--- config.mk ---
export PLATFORM = sky130hd
export DESIGN_NAME = serial_subtractor
export DESIGN_NICKNAME = d
export VERILOG_FILES = /design/src/rtl/sub_pkg.sv /design/src/rtl/full_subtractor.sv /design/src/rtl/serial_subtractor.sv
export SDC_FILE = /design/constraint.sdc
export NUM_CORES = 1
export LEC_CHECK = 0
export BUFFER_PORTS_ARGS = -buffer_cell sky130_fd_sc_hd__buf_2
export CORE_ASPECT_RATIO = 1.1
export CORE_MARGIN = 1.5
export CORE_UTILIZATION = 30
export DETAILED_ROUTE_END_ITERATION = 12
export PLACE_DENSITY_LB_ADDON = 0.15
export SLEW_MARGIN = 40
export SYNTH_ARGS = -nofsm -noshare
export SYNTH_HDL_FRONTEND = slang
export SYNTH_SLANG_ARGS = --single-unit
export TNS_END_PERCENT = 100
--- constraint.sdc ---
create_clock -name clk -period 1.32 [get_ports clk]
set_input_delay 0.066 -clock clk [delete_from_list [all_inputs] [get_ports clk]]
set_output_delay 0.066 -clock clk [all_outputs]
set_load 0.01 [all_outputs]
--- src/rtl/sub_pkg.sv ---
// Shared definitions for the bit-serial subtractor: FSM encoding, default width
// and a constant-foldable ceil(log2) for sizing the bit counter.
package sub_pkg;

    localparam int DEFAULT_WIDTH = 4;

    typedef enum logic [1:0] {
        S_IDLE  = 2'd0,
        S_SHIFT = 2'd1,
        S_DONE  = 2'd2
    } state_t;

    // Never returns less than 1 so a counter vector is always legal.
    function automatic int clog2(input int value);
        int r;
        r = 0;
        for (int i = 0; i < 31; i++) begin
            if ((1 << i) < value) begin
                r = i + 1;
            end
        end
        return (r < 1) ? 1 : r;
    endfunction

endpackage

--- src/rtl/full_subtractor.sv ---
// Single-bit full subtractor: D = A - B - Bi, Bo is the borrow out.
module full_subtractor (
    output logic D,
    output logic Bo,
    input  logic A,
    input  logic B,
    input  logic Bi
);

    assign D  = A ^ B ^ Bi;
    assign Bo = (~A & B) | (~(A ^ B) & Bi);

endmodule

--- src/rtl/serial_subtractor.sv ---
// Bit-serial WIDTH-bit subtractor (Diff = X - Y - Bin), one bit per clock, LSB first.
// Define SERIAL_SUB_OVERFLOW_EN to register a signed-overflow flag alongside Diff.
module serial_subtractor
    import sub_pkg::*;
#(
    parameter int WIDTH = DEFAULT_WIDTH
) (
    input  logic             clk,
    input  logic             rst_n,
    input  logic             start,
    input  logic [WIDTH-1:0] X,
    input  logic [WIDTH-1:0] Y,
    input  logic             Bin,
    output logic             busy,
    output logic             done,
    output logic [WIDTH-1:0] Diff,
    output logic             Bout,
    output logic             ovf
);

    localparam int CNT_W = clog2(WIDTH);

    state_t             r_state;
    state_t             w_state_next;
    logic [WIDTH-1:0]   r_xs;
    logic [WIDTH-1:0]   r_ys;
    logic [WIDTH-2:0]   r_partial;
    logic               r_borrow;
    logic [CNT_W-1:0]   r_cnt;
    logic               w_d;
    logic               w_bo;
    logic               w_last;
    logic               w_accept;
    logic [WIDTH-1:0]   w_result;

    full_subtractor u_fs (
        .D  (w_d),
        .Bo (w_bo),
        .A  (r_xs[0]),
        .B  (r_ys[0]),
        .Bi (r_borrow)
    );

    assign w_last   = (r_cnt == CNT_W'(WIDTH - 1));
    // New bit enters at the MSB; on the final bit this is the complete difference.
    assign w_result = {w_d, r_partial};

    always_comb begin
        w_state_next = r_state;
        busy         = 1'b0;
        done         = 1'b0;
        w_accept     = 1'b0;
        case (r_state)
            S_IDLE: begin
                if (start) begin
                    w_accept     = 1'b1;
                    w_state_next = S_SHIFT;
                end
            end
            S_SHIFT: begin
                busy = 1'b1;
                if (w_last) begin
                    w_state_next = S_DONE;
                end
            end
            S_DONE: begin
                done = 1'b1;
                if (start) begin
                    w_accept     = 1'b1;
                    w_state_next = S_SHIFT;
                end else begin
                    w_state_next = S_IDLE;
                end
            end
            default: w_state_next = S_IDLE;
        endcase
    end

    always_ff @(posedge clk) begin
        if (!rst_n) begin
            r_state   <= S_IDLE;
            r_xs      <= '0;
            r_ys      <= '0;
            r_partial <= '0;
            r_borrow  <= 1'b0;
            r_cnt     <= '0;
            Diff      <= '0;
            Bout      <= 1'b0;
        end else begin
            r_state <= w_state_next;
            if (w_accept) begin
                r_xs      <= X;
                r_ys      <= Y;
                r_borrow  <= Bin;
                r_cnt     <= '0;
                r_partial <= '0;
            end else if (r_state == S_SHIFT) begin
                r_xs      <= r_xs >> 1;
                r_ys      <= r_ys >> 1;
                r_borrow  <= w_bo;
                r_partial <= w_result[WIDTH-1:1];
                r_cnt     <= r_cnt + CNT_W'(1);
                if (w_last) begin
                    Diff <= w_result;
                    Bout <= w_bo;
                end
            end
        end
    end

`ifdef SERIAL_SUB_OVERFLOW_EN
    logic r_ovf;

    // Borrow into the MSB differing from borrow out of it marks signed overflow.
    always_ff @(posedge clk) begin
        if (!rst_n) begin
            r_ovf <= 1'b0;
        end else if (r_state == S_SHIFT && w_last && !w_accept) begin
            r_ovf <= r_borrow ^ w_bo;
        end
    end

    assign ovf = r_ovf;
`else
    assign ovf = 1'b0;
`endif

endmodule

==> results of run 1 <==
## worst max path at each step
stage | startpoint | slack (ns) | end
final | r_state[1]$_SDFFE_PN0P_ | 0.06 | busy
after detailed placement | r_state[0]$_SDFFE_PN0P_ | 0.11 | r_partial[1]$_SDFFE_PP0N_
after floorplan | r_ys[0]$_SDFFE_PN0P_ | 0.19 | Diff[3]$_SDFFE_PN0P_
after global placement | r_state[1]$_SDFFE_PN0P_ | 0.14 | Bout$_SDFFE_PN0P_
after CTS | r_state[1]$_SDFFE_PN0P_ | 0.001 | busy
after global routing | r_state[1]$_SDFFE_PN0P_ | -0.02 | busy
## layout make-up
cell class | count | area [µm²] | area share, %
flip-flops and latches | 21 | 423 | 38.2
multi-input cells | 66 | 414 | 37.4
repair buffers | 26 | 168 | 15.2
well taps | 34 | 42.5 | 3.85
inverters | 4 | 31.3 | 2.83
clock buffers | 3 | 22.5 | 2.04
clock inverters | 1 | 5.00 | 0.452
## worst max-delay path, delay by kind of cell, from the launching register on
family	cells	cell delay (ns)
buf+inv	3	0.37
flops	1	0.34
simple gates	1	0.17
## cell usage in the layout (no fill, tap or decap), types with 2 or more instances in the layout
cell type	instances
dfxtp_2	2
buf_2	17
dfxtp_1	19
inv_1	3
and2b_1	2
a21oi_1	7
nor3_1	7
nand2b_1	2
nand3_2	4
o22ai_1	3
a31oi_1	2
nand2_1	16
nor2_1	3
nand3_1	3
clkbuf_4	3
buf_4	7
a21oi_2	5
## power by group
part / switching [µW] / internal, µW / leakage [µW] / total, µW
Clock: 196 / 113 / 0.0000177 / 309
Combinational: 108 / 93.2 / 0.000247 / 201
Sequential: 18.0 / 665 / 0.000172 / 683
## cell families after synthesis
family | count (synthesis) | share of synthesized area, %
fa+ha+maj | 2 | 3.50
xor+xnor | 1 | 0.942
flops | 21 | 45.2
simple gates | 38 | 21.1
compound gates | 23 | 17.5
other cells | 1 | 0.403
buf+inv | 12 | 10.2
mux | 1 | 1.08
## flip-flops by register name, indices dropped and copies added (netlist names)
signal and count:
r_borrow 1, r_cnt 2, Bout 1, r_state 2, Diff 4, r_partial 3
r_xs 4, r_ys 4
## metrics by stage
step / hold WS, ns / util (%) / area [µm²] / setup slack [ns]
2_1_floorplan: 0.202 / - / 930 / 0.194
3_3_place_gp: 0.312 / 34.5 / 1030 / 0.140
3_5_place_dp: 0.325 / 34.5 / 1030 / 0.115
4_1_cts: 0.0185 / 35.9 / 1070 / 0.00133
5_1_grt: 0.0189 / 36.9 / 1110 / -0.0163
6_report: 0.0283 / 36.9 / 1110 / 0.0552
## layer usage
layer	up-vias	GRT usage [%]	share of wire [%]
met5	-	0	0
met4	0	3.06	1.2
met3	2	5.25	6.1
met2	20	22.7	51
met1	340	12.3	42
li1	379	-	-
## what timing repair did
action	4_1_cts	5_1_grt
hold buffers	1	0
resized for setup	1	4
buffers inserted	0	3
setup endpoints to repair	1	8
endpoints found under the hold margin	1	0
==> metrics.csv, run 1 <==
metric,value,unit
cts_made_buffers,3,
synthTopCellsByArea,"dfxtp_1, nand2_1, a21oi_2",
cap_violations,0,
cpPeakStageDelay,0.34,ns
ys_warn_count,0,
rrSetupSlack,0.12,ns
grt_pass1_wl,3.13,mm
clk_latency,0.31,ns
grt_setup_unrepaired,true,
cp_cell_sequence,nand2b_1 > buf_12 > inv_16 > buf_4,
post-route-period-util,95.8,%
grt_overflow,0,
finalCriticalPeriod,1.26,ns
die_y,61.4,µm
grt_max_degree,19,
via_per_inst,4.78,
synth_cell_types,30,
stdcell_count,155,
port_buffers,18,
num_rows,21,
path_max_fanout,18,
area_growth,19.0,%
dr.pass1.iters,4,
fmax,0.791,GHz
yosysMostFrequentCell,dfxtp_1,
core-area,3000,µm²
syn_inst,99,
route.detailed.drc,0,
synth_edf_count,0,
wl,1.82,mm
crit_arrival,1.20,ns
critPathKind,flip-flop to primary output,
htreeDepth,1,
end_kind,primary output,
cts_tree,done,
n_antenna_cell,0,
syn_area,930,µm²
worstSetupStartpointType,flip-flop,
place_congestion,0.693,
ff2ff_path_depth,4,
ys.flop_type,dfxtp_1,
power_density,1080,nW/µm²
die_w,56.1,µm
ys_ff_latch,21,
hold-path-endpoint,r_borrow$_SDFFE_PN0P_,
finalPower,1190,µW
antenna_left,0,
dr_total_vias,741,
grt_pass1_vias,722,
worst_path_max_delay_cell,dfxtp_2,
synth_nets,113,
hp-start,Bin,
timing.rr.end,r_borrow$_SDFFE_PN0P_,
hold_class,input pin to flip-flop,
antenna_found_initial,0,
clkTransAtPathRegs,0.12,ns
maxSlewViolCount,0,
ys_seq_area_share,45.2,%
final_layout_size_suffix_gt1_share,34.7,%
initial_utilization,31.0,%
reg2reg_from,r_ys[0]$_SDFFE_PN0P_,
ir_drop,0.000720,V
status,completed,
cts_root_buf,clkbuf_4,
fin_tns_setup,0,ns
place_hpwl,1.31,mm
fillers,327,
p_leak,0.000437,µW
synthArstFlopShare,0,%
syn_area_per_cell,9.39,µm²
layout.nets,136,
grt_usage,12.0,%
numPlacedInstances,147,
drt_iter0_drc,19,
hold_viol,0,
synth_common_cells,"dfxtp_1, nand2_1, a21oi_1, nor3_1, a21oi_2",
crit_required,1.25,ns
io_pins,20,
finalSetupViolCount,0,
cts_buffer_depth,2,
wl_per_cell,11.7,µm
skew,0.00872,ns
clkSinkCount,21,
synth_top_area_share,45.2,%
hold_depth,3,
fp.dieArea,3440,µm²
yosysTopAreaCell,dfxtp_1,
Power figures use the tool's default switching activity.
==> inputs of run 2 (changes only) <==
--- a/config.mk
+++ b/config.mk
@@ -6,7 +6,6 @@
 export NUM_CORES = 1
 export LEC_CHECK = 0
 export BUFFER_PORTS_ARGS = -buffer_cell sky130_fd_sc_hd__buf_2
-export CORE_ASPECT_RATIO = 1.1
 export CORE_MARGIN = 1.5
 export CORE_UTILIZATION = 30
 export DETAILED_ROUTE_END_ITERATION = 12
==> metrics.csv, run 2 (same netlist as run 1, synthesis figures left out) <==
metric,value,unit
antenna_found_initial,0,
layout.nets,131,
status,completed,
core-area,3000,µm²
final_area,1070,µm²
grt_overflow,0,
port_buffers,18,
io_pins,20,
antenna_left,0,
area_growth,14.9,%
place_hpwl,1.27,mm
n_antenna_cell,0,
fin_tns_setup,0,ns
crit_required,1.25,ns
die_w,58.7,µm
pwr-share-seq,57.8,%
ir_drop,0.000330,V
fmax,0.801,GHz
cp_cell_sequence,nand2b_4 > buf_12 > inv_12 > buf_2,
critPathKind,flip-flop to primary output,
route.detailed.drc,0,
finalCriticalPeriod,1.25,ns
cpPeakStageDelay,0.34,ns
place_area,1020,µm²
clk_latency,0.30,ns
p_leak,0.000409,µW
grt_max_degree,19,
post-route-period-util,94.5,%
power_frac_clock,26.4,%
preCtsSetupSlack,0.116,ns
cts_root_buf,clkbuf_4,
cts_made_buffers,3,
grt_pass1_wl,3.13,mm
cts_buffer_depth,2,
worstSetupStartpointType,flip-flop,
setup_slack,0.0720,ns
grt_pass1_vias,676,
clkSinkCount,21,
fp.dieArea,3440,µm²
htreeDepth,1,
skew,0.00427,ns
place_congestion,0.706,
grt_setup_unrepaired,false,
via_per_inst,4.77,
worst_path_max_delay_cell,dfxtp_1,
cts_tree,done,
wl_per_cell,12.1,µm
hold_class,input pin to flip-flop,
hold_slack,0.0262,ns
combPwrFrac,15.8,%
clkTransAtPathRegs,0.12,ns
final_layout_size_suffix_gt1_share,31.9,%
hold_viol,0,
final_cell_mix,"dfxtp_1, buf_2, nand2_1, a21oi_1, nor3_1",
p_int,865,µW
finalSetupViolCount,0,
tightestPinTransition,0.508,ns
num_rows,20,
wl,1.81,mm
maxSlewViolCount,0,
initial_utilization,31.0,%
end_kind,primary output,
power_density,1110,nW/µm²
dr_total_vias,711,
drt_iter0_drc,26,
crit_arrival,1.18,ns
largest_registers,"Diff x4, r_xs x4, r_ys x4",
max_slew_margin,66.1,%
cap_violations,0,
dr.pass1.iters,4,
grt_usage,12.2,%
p_switching,320,µW
die_y,58.7,µm
p_sw_share,27.0,%
finalPower,1180,µW
path_max_fanout,18,
layout_commonest_cell,dfxtp_1,
## run 2: metrics by stage
step,std cells,util (%)
after floorplan,99,-
final,149,35.6
after global routing,149,35.6
after global placement,144,33.8
after detailed placement,144,33.8
after CTS,149,35.2
## run 2: final cells by class
class / instances / area (µm²)
Fill cell: 321 / 1930
Multi-Input combinational cell: 66 / 424
Sequential cell: 21 / 422
Timing Repair Buffer: 21 / 128
Tap cell: 33 / 41.3
Inverter: 4 / 27.5
Clock buffer: 4 / 26.3
## run 2: worst paths after layout
path | to | slack (ns) | from | depth (start not counted)
setup reg to reg | Diff[3]$_SDFFE_PN0P_ | 0.10 | r_ys[0]$_SDFFE_PN0P_ | 4
hold reg to reg | r_cnt[1]$_SDFFE_PP0N_ | 0.47 | r_cnt[1]$_SDFFE_PP0N_ | 2
hold / removal | r_ys[0]$_SDFFE_PN0P_ | 0.03 | rst_n | 3
setup / recovery | busy | 0.07 | r_state[1]$_SDFFE_PN0P_ | 4
## run 2: power by group through the flow
stage               Combinational [µW]  Sequential, µW  Clock (µW)
floorplan                          152             693           0
global placement                   179             696           0
detailed placement                 180             697           0
finish                             187             684         313
CTS                                186             683         330
global route                       209             689         354
## run 2: worst max-delay path, delay by kind of cell (launching register included)
| family | cells | cell delay, ns |
|---|---|---|
| buffers and inverters | 3 | 0.39 |
| DFF | 1 | 0.34 |
| and+or+nand+nor | 1 | 0.14 |
## run 2: repair_timing
item | 4_1_cts | 5_1_grt
hold buffers | 1 | 0
endpoints found under the setup margin | 1 | 6
cloned | 0 | 0
endpoints found under the hold margin | 1 | 0
gates resized for setup | 1 | 3
buffers inserted | 0 | 0
## run 2: metal layers
metal	global-route usage (%)	share of wire, %	vias to the layer above
met5	0	0	-
met4	6.82	1.0	0
met3	3.08	4.0	2
met2	17.0	44	11
met1	17.1	51	328
li1	-	-	370
==> inputs of run 3 (changes only) <==
--- a/config.mk
+++ b/config.mk
@@ -5,6 +5,7 @@
 export SDC_FILE = /design/constraint.sdc
 export NUM_CORES = 1
 export LEC_CHECK = 0
+export ABC_AREA = 1
 export BUFFER_PORTS_ARGS = -buffer_cell sky130_fd_sc_hd__buf_2
 export CORE_MARGIN = 1.5
 export CORE_UTILIZATION = 30
==> metrics.csv, run 3 <==
metric,value,unit
finalCriticalPeriod,1.21,ns
stdcell_count,197,
numPlacedInstances,188,
crit_required,1.56,ns
cts_tree,done,
synth_cell_types,21,
grt_usage,12.7,%
fp.dieArea,3510,µm²
grt_pass1_vias,742,
crit_arrival,1.45,ns
wl,1.93,mm
hp-start,X[3],
antenna_left,0,
finalSetupViolCount,0,
critPathKind,flip-flop to flip-flop,
area_growth,19.1,%
grt_overflow,0,
initial_utilization,31.4,%
dr.pass1.iters,4,
cts_root_buf,clkbuf_4,
end_kind,flip-flop,
cts_buffer_depth,2,
maxSlewViolCount,0,
n_antenna_cell,0,
status,completed,
final_cell_mix,"nand2_1, nor2_1, dfxtp_1, buf_2, inv_1",
synthTopCellsByArea,"dfxtp_1, nand2_1, nor2_1",
hold_viol,0,
fin_tns_setup,0,ns
grt_max_degree,16,
skew,0.00479,ns
synthArstFlopShare,0,%
die_w,59.3,µm
synth_common_cells,"nand2_1, nor2_1, dfxtp_1, inv_1, a21oi_1",
timing.rr.end,r_partial[2]$_SDFFE_PP0N_,
layout_commonest_cell,nand2_1,
rrSetupSlack,0.11,ns
worstSetupStartpointType,flip-flop,
hold_depth,3,
clk_latency,0.30,ns
grt_pass1_wl,3.35,mm
ys_warn_count,0,
clkSinkCount,21,
yosysTopAreaCell,dfxtp_1,
syn_inst,130,
route.detailed.drc,0,
ys_ff_latch,21,
power_density,1060,nW/µm²
core-area,3030,µm²
hold_class,input pin to flip-flop,
wl_met2,943,µm
synth_top_area_share,44.3,%
hold-path-endpoint,r_xs[3]$_SDFFE_PN0P_,
top_layer_used,met4,
yosysMostFrequentCell,nand2_1,
ys_seq_area_share,44.3,%
grt_setup_unrepaired,false,
cap_violations,0,
ys.flop_type,dfxtp_1,
ir_drop,0.000528,V
wl_per_cell,9.81,µm
dr_total_vias,820,
p_leak,0.000572,µW
fillers,343,
syn_area_per_cell,7.31,µm²
syn_area,950,µm²
final_layout_size_suffix_gt1_share,25.5,%
met3_length,88,µm
die_y,59.3,µm
cts_made_buffers,3,
io_pins,20,
layout.nets,168,
num_rows,20,
synth_edf_count,0,
drt_iter0_drc,39,
reg2reg_from,r_ys[0]$_SDFFE_PN0P_,
htreeDepth,1,
via_per_inst,4.16,
clkTransAtPathRegs,0.12,ns
place_congestion,0.752,
antenna_found_initial,0,
path_max_fanout,2,
fin_util,37.4,%
port_buffers,18,
largest_registers,"Diff x4, r_xs x4, r_ys x4",
fmax,0.828,GHz
place_hpwl,1.46,mm
synth_nets,144,
ff2ff_path_depth,4,
wl_met1,883,µm
post-route-period-util,91.5,%
run 3: worst max-delay path: stages (launching register included):
cell	delay, ns
dfxtp_1	0.33
inv_1	0.07
fa_1	0.57
nand2_1	0.06
a21oi_1	0.11
run 3: what timing repair did:
item | in CTS | in global routing
endpoints found under the setup margin | 0 | 1
resized for setup | 0 | 2
hold buffers | 1 | 0
buffers inserted | 0 | 4
endpoints found under the hold margin | 1 | 0
run 3: power breakdown:
| group | internal [µW] | switching, µW |
|---|---|---|
| Clock | 113 | 202 |
| Combinational | 78.4 | 120 |
| Sequential | 667 | 18.7 |
| Total | 858 | 341 |
run 3: area by class of cell:
type                    count  area (µm²)  share of cell area, %
multi-input cells          84         415                   36.7
flip-flops and latches     21         422                   37.3
clock buffers               3        22.5                   1.99
well taps                  44        55.1                   4.87
repair buffers             23         130                   11.5
inverters                  21        81.3                   7.19
clock inverters             1        5.00                  0.442
run 3: worst max-delay path by stage:
stage / slack, ns / startpoint / end
2_1_floorplan: 0.22 / r_ys[0]$_SDFFE_PN0P_ / r_partial[2]$_SDFFE_PP0N_
3_3_place_gp: 0.16 / r_ys[0]$_SDFFE_PN0P_ / r_partial[2]$_SDFFE_PP0N_
3_5_place_dp: 0.15 / r_ys[0]$_SDFFE_PN0P_ / r_partial[2]$_SDFFE_PP0N_
4_1_cts: 0.008 / r_state[0]$_SDFFE_PN0P_ / busy
5_1_grt: 0.03 / r_state[1]$_SDFFE_PN0P_ / busy
6_report: 0.11 / r_ys[0]$_SDFFE_PN0P_ / r_partial[2]$_SDFFE_PP0N_
run 3: logic make-up (layout without fill, tap and decap cells):
group / count (synthesis) / after routing / share of synthesized area [%]
other cells: 1 / 1 / 0.395
compound gates: 16 / 16 / 8.83
simple gates: 64 / 64 / 30.2
buf+inv: 25 / 48 / 12.0
flops: 21 / 21 / 44.3
xor+xnor: 1 / 1 / 0.922
fa+ha+maj: 2 / 2 / 3.43
run 3: routing by layer:
layer  up-vias  global-route usage, %
met5         -                      0
met4         0                   2.92
met3         2                   3.93
met2        19                   21.7
met1       361                   15.4
li1        438                      -
run 3: through the flow:
step           total power, µW  hold WS, ns  area, µm²  setup slack (ns)
4_1_cts                   1210      0.00361       1100           0.00807
3_5_place_dp               882        0.301       1060             0.149
3_3_place_gp               880        0.290       1060             0.160
6_report                  1200       0.0159       1130             0.112
5_1_grt                   1270       0.0107       1130            0.0271
2_1_floorplan              839        0.201        950             0.221
